--- src/rtl/mempool_tcdm_link.sv ---
// Credit-limited elastic buffer for one remote TCDM link between two MemPool groups.
// Define MEMPOOL_LINK_PERF_EN to build the saturating initiator-stall counter.

module mempool_tcdm_link_fifo #(
    parameter int unsigned Width = 8,
    parameter int unsigned Depth = 2
) (
    input  logic             clk_i,
    input  logic             rst_i,
    input  logic             push_i,
    input  logic [Width-1:0] data_i,
    input  logic             pop_i,
    output logic [Width-1:0] data_o,
    output logic             empty_o,
    output logic             full_o
);
    localparam int unsigned PtrW = (Depth > 1) ? $clog2(Depth) : 1;
    localparam int unsigned CntW = $clog2(Depth + 1);
    localparam logic [PtrW-1:0] LastPtr = PtrW'(Depth - 1);

    logic [Width-1:0] r_mem [Depth];
    logic [PtrW-1:0]  r_wptr;
    logic [PtrW-1:0]  r_rptr;
    logic [CntW-1:0]  r_cnt;
    logic             w_push;
    logic             w_pop;

    assign empty_o = (r_cnt == '0);
    assign full_o  = (r_cnt == CntW'(Depth));
    assign data_o  = r_mem[r_rptr];
    assign w_pop   = pop_i && !empty_o;
    // A pop in the same cycle frees the slot, so a full FIFO can still take a push.
    assign w_push  = push_i && (!full_o || w_pop);

    always_ff @(posedge clk_i) begin
        if (w_push) begin
            r_mem[r_wptr] <= data_i;
        end
    end

    always_ff @(posedge clk_i) begin
        if (rst_i) begin
            r_wptr <= '0;
            r_rptr <= '0;
            r_cnt  <= '0;
        end else begin
            if (w_push) begin
                r_wptr <= (r_wptr == LastPtr) ? '0 : r_wptr + PtrW'(1);
            end
            if (w_pop) begin
                r_rptr <= (r_rptr == LastPtr) ? '0 : r_rptr + PtrW'(1);
            end
            case ({w_push, w_pop})
                2'b10:   r_cnt <= r_cnt + CntW'(1);
                2'b01:   r_cnt <= r_cnt - CntW'(1);
                default: r_cnt <= r_cnt;
            endcase
        end
    end
endmodule

module mempool_tcdm_link #(
    parameter int unsigned ReqWidth       = 64,
    parameter int unsigned RespWidth      = 40,
    parameter int unsigned MaxOutstanding = 4,
    parameter int unsigned CntWidth       = $clog2(MaxOutstanding + 1)
) (
    input  logic                 clk_i,
    input  logic                 rst_i,
    input  logic [ReqWidth-1:0]  req_i,
    input  logic                 req_valid_i,
    output logic                 req_ready_o,
    output logic [ReqWidth-1:0]  req_o,
    output logic                 req_valid_o,
    input  logic                 req_ready_i,
    input  logic [RespWidth-1:0] resp_i,
    input  logic                 resp_valid_i,
    output logic                 resp_ready_o,
    output logic [RespWidth-1:0] resp_o,
    output logic                 resp_valid_o,
    input  logic                 resp_ready_i,
    output logic [CntWidth-1:0]  outstanding_o,
    output logic [31:0]          stall_cnt_o
);
    localparam logic [CntWidth-1:0] MaxCnt = CntWidth'(MaxOutstanding);

    logic                w_req_full;
    logic                w_req_empty;
    logic                w_resp_full;
    logic                w_resp_empty;
    logic                w_req_push;
    logic                w_req_pop;
    logic                w_resp_push;
    logic                w_resp_hs;
    logic [CntWidth-1:0] r_outstanding;

    // Credits bound the in-flight count to the response queue depth, so the
    // response side never has to push back on the target group.
    assign req_ready_o  = !rst_i && !w_req_full && (r_outstanding < MaxCnt);
    assign resp_ready_o = !rst_i && !w_resp_full;
    assign req_valid_o  = !w_req_empty;
    assign resp_valid_o = !w_resp_empty;

    assign w_req_push  = req_valid_i && req_ready_o;
    assign w_req_pop   = req_valid_o && req_ready_i;
    assign w_resp_push = resp_valid_i && resp_ready_o;
    assign w_resp_hs   = resp_valid_o && resp_ready_i;

    mempool_tcdm_link_fifo #(
        .Width (ReqWidth),
        .Depth (2)
    ) i_req_fifo (
        .clk_i   (clk_i),
        .rst_i   (rst_i),
        .push_i  (w_req_push),
        .data_i  (req_i),
        .pop_i   (w_req_pop),
        .data_o  (req_o),
        .empty_o (w_req_empty),
        .full_o  (w_req_full)
    );

    mempool_tcdm_link_fifo #(
        .Width (RespWidth),
        .Depth (MaxOutstanding)
    ) i_resp_fifo (
        .clk_i   (clk_i),
        .rst_i   (rst_i),
        .push_i  (w_resp_push),
        .data_i  (resp_i),
        .pop_i   (w_resp_hs),
        .data_o  (resp_o),
        .empty_o (w_resp_empty),
        .full_o  (w_resp_full)
    );

    always_ff @(posedge clk_i) begin
        if (rst_i) begin
            r_outstanding <= '0;
        end else if (w_req_push && !w_resp_hs) begin
            r_outstanding <= r_outstanding + CntWidth'(1);
        end else if (!w_req_push && w_resp_hs && (r_outstanding != '0)) begin
            r_outstanding <= r_outstanding - CntWidth'(1);
        end
    end

    assign outstanding_o = r_outstanding;

    // A response with nothing in flight means the target broke the protocol.
    always_ff @(posedge clk_i) begin
        if (!rst_i && w_resp_hs && !w_req_push) begin
            assert (r_outstanding != '0);
        end
    end

`ifdef MEMPOOL_LINK_PERF_EN
    logic [31:0] r_stall_cnt;

    always_ff @(posedge clk_i) begin
        if (rst_i) begin
            r_stall_cnt <= '0;
        end else if (req_valid_i && !req_ready_o && (r_stall_cnt != 32'hFFFF_FFFF)) begin
            r_stall_cnt <= r_stall_cnt + 32'd1;
        end
    end

    assign stall_cnt_o = r_stall_cnt;
`else
    assign stall_cnt_o = '0;
`endif
endmodule

--- config.mk ---
export PLATFORM = sky130hd
export DESIGN_NAME = mempool_tcdm_link
export DESIGN_NICKNAME = d
export VERILOG_FILES = /design/src/rtl/mempool_tcdm_link.sv
export SDC_FILE = /design/constraint.sdc
export NUM_CORES = 1
export LEC_CHECK = 0
export ABC_AREA = 1
export CAP_MARGIN = 30
export CORE_ASPECT_RATIO = 1.5
export CORE_UTILIZATION = 40
export CTS_CLUSTER_SIZE = 28
export DETAILED_ROUTE_END_ITERATION = 8
export PLACE_DENSITY_LB_ADDON = 0.25
export SLEW_MARGIN = 20
export SYNTH_ARGS = -nofsm -noshare
export SYNTH_HDL_FRONTEND = slang
export SYNTH_SLANG_ARGS = --single-unit
--- constraint.sdc ---
create_clock -name clk_i -period 9.6 [get_ports clk_i]
set_input_delay 0.96 -clock clk_i [delete_from_list [all_inputs] [get_ports clk_i]]
set_output_delay 0.96 -clock clk_i [all_outputs]
set_load 0.1 [all_outputs]
==> impl_metrics.tcl <==
set metrics [dict create \
    rsz0062_at_grt "false" \
    finalMaxSlewViolations 0 \
    root_buffer "clkbuf_16" \
    yosys_warnings 0 \
    vdd_ir_drop_max_v 0.000217 \
    synth_cell_type_count 29 \
    n_fill_cell 2488 \
    ctsHoldBuffers 0 \
    power_frac_clock_pct 23.1 \
    final_area_um2 15200 \
    grt_pass1_wl_um 36100 \
    cts.htree.levels 1 \
    drc 0 \
    hold_viol_final 0 \
    numClockSinks 305 \
    coreArea_um2 28700 \
    arrival_ns 3.83 \
    worstMarginPinSlew_ns 1.03 \
    die_h_um 211 \
    cap_violations 0 \
    min-delay-start "i_req_fifo.r_rptr" \
    ys_ff_latch 305 \
    crit_required_ns 8.64 \
    vias 6616 \
    drtIter0Drc 250 \
    syn_area_um2 11700 \
    num_rows 76 \
    clk-insertion-delay-late_ns 0.55 \
    rr_startpoint "i_resp_fifo.r_cnt[1]" \
    gr-usage-all-layers_pct 15.8 \
    p_sw_share_pct 44.1 \
    leakagePower_nw 5.10 \
    grt_max_degree 82 \
    avgRoutedWirePerCell_um 17.3 \
    multi_input_area_um2 2340 \
    syn_to_final_growth_pct 30.2 \
    p_total_mw 4.85 \
    use_met3_pct 3.94 \
    crit_top_cell "buf_4" \
    synthCells 730 \
    slew-limit-headroom_pct 30.9 \
    viasPerCell 4.83 \
    drtPass1Iterations 4 \
    die_area_um2 29900 \
    io_pins 253 \
    synth_common_cells "288 x edfxtp_1, 95 x nor2_1, 64 x mux2_2" \
    top_usage_layer "met2" \
    finClkSkew_ns 0.0140 \
    combPwrFrac_pct 44.1 \
    post-cts-setup-buffers 0 \
    seq_area_um2 8990 \
    antenna_found_initial 1 \
    drive_gt1_share_pct 15.0 \
    synth_ff_type "edfxtp_1" \
    ant_nets 0 \
    use_met1_pct 18.0 \
    nets 1079 \
    holdWs_ns 0.465 \
    clkTransAtPathRegs_ns 0.06 \
    fmax_ghz 0.209 \
    grt_pass1_vias 6755 \
    start_kind "register" \
    min_period_ns 4.79 \
    synth_top_area_cell "edfxtp_1" \
    cp_slowest_stage_delay_ns 1.18 \
    globalRouteOverflowTotal 0 \
    status "finished clean" \
    synth-edff-count 288 \
    crit_path_end_kind "output port" \
    cpLargestDelayFamily "buffers and inverters" \
    crit_fanout 81 \
    cts_buffer_depth 3 \
    dpl_worst_slack_ns 5.26 \
    cts_tree "built" \
    p_per_area_nw_per_um2 319 \
    finalWirelength_um 23700 \
    p_seq_share_pct 32.8 \
    synth.most_common_cell "edfxtp_1" \
    setup_viol 0 \
    crit_type "register to output port" \
    place_area_um2 14300 \
    cts_resized 0 \
    gp_congestion 0.698 \
    dp_hpwl_um 14700 \
    switchingPower_mw 2.14 \
    internal_power_mw 2.71 \
    critPathSlowestCell "clkdlybuf4s50_1" \
    synth_top_area_share_pct 74.1 \
    hp-class "register to register" \
    die_w_um 141 \
    io_buffers 220 \
    finalCritPeriodShare_pct 49.9 \
    r2r_slack_ns 7.22 \
    cp_num_buf_inv 4 \
    synth-seq-area-share_pct 77.0 \
    cts_inserted_buffers 29 \
    path_cells "buf_4, inv_2, buf_4, o21ai_0, o22ai_1, clkdlybuf4s50_1" \
    yosys-top-cells-area "edfxtp_1 74%, mux2_2 6.2%, nor2_1 3.1%" \
    syn_area_per_cell_um2 16.0 \
    grtUsageMet2_pct 28.7 \
    start_util_pct 40.6 \
    setup_ws_ns 4.81 \
    fin_tns_setup_ns 0 \
    async_reset_ff_share_pct 0 \
]
==> flip-flops by register name, indices dropped and copies added, names as in the netlist, named ones only <==
name                flops
outstanding_o           3
i_req_fifo.r_mem      128
i_req_fifo.r_cnt        2
i_resp_fifo.r_rptr      2
i_req_fifo.r_wptr       1
i_resp_fifo.r_wptr      2
i_resp_fifo.r_mem     160
i_req_fifo.r_rptr       1
i_resp_fifo.r_cnt       3
==> layout by cell type (no fill, tap or decap), types with 2 or more instances in the layout <==
cell type / count
edfxtp_1: 288
clkdlybuf4s50_1: 220
nor2_1: 89
mux2_2: 64
o21ai_0: 60
o22ai_1: 40
o21ai_1: 33
conb_1: 32
clkbuf_16: 29
inv_1: 17
dfxtp_1: 15
a21oi_1: 11
buf_4: 10
nor2_4: 7
ha_1: 7
inv_2: 6
clkinv_1: 6
nand2_1: 5
clkinv_2: 5
bufinv_16: 4
clkbuf_1: 4
nand2_4: 3
nand2_2: 3
buf_16: 3
nor2_2: 2
nand3_2: 2
a21oi_2: 2
nand3_1: 2
fa_1: 2
dfxtp_2: 2
==> power by group through the flow <==
stage / clock (mW) / sequential [mW] / combinational [mW]
floorplan: 0 / 1.65 / 1.62
global placement: 0 / 1.62 / 2.11
detailed placement: 0 / 1.62 / 2.16
CTS: 1.15 / 1.59 / 2.16
global route: 1.20 / 1.60 / 2.22
finish: 1.12 / 1.59 / 2.14
==> cell families after synthesis <==
| kind of cell | count (synthesis) | synth area share (%) |
|---|---|---|
| buffers and inverters | 88 | 4.28 |
| and+or+nand+nor | 114 | 4.28 |
| muxes | 64 | 6.18 |
| AOI/OAI and AO/OA | 149 | 7.09 |
| other | 1 | 0.0321 |
| DFF | 305 | 77.0 |
| adders and majority gates | 9 | 1.09 |
==> metal layers <==
metal / routed length (um) / part of all wire (%)
met3: 1750 / 7.4
met1: 9240 / 39
met2: 12200 / 51
met5: 0 / 0
met4: 528 / 2.2
==> area by class of cell <==
class / instances / share of cell area [%]
Tap cell: 390 / 3.21
Sequential cell: 305 / 59.2
Clock inverter: 17 / 1.21
Inverter: 23 / 0.568
Antenna cell: 1 / 0.0165
Clock buffer: 33 / 4.88
Timing Repair Buffer: 233 / 15.5
Multi-Input combinational cell: 368 / 15.4
==> worst paths after layout <==
kind,end,cells past startpoint
setup / recovery,resp_o[14],6
hold / removal,register,1
setup reg to reg,i_resp_fifo.r_mem[3][7],5
hold reg to reg,register,1
==> metrics by stage <==
stage / instances / utilization [%]
floorplan: 761 / -
global placement: 1316 / 49.4
detailed placement: 1319 / 49.7
CTS: 1369 / 52.9
global route: 1369 / 52.9
finish: 1370 / 52.9
(Power assumes the default switching activity.)
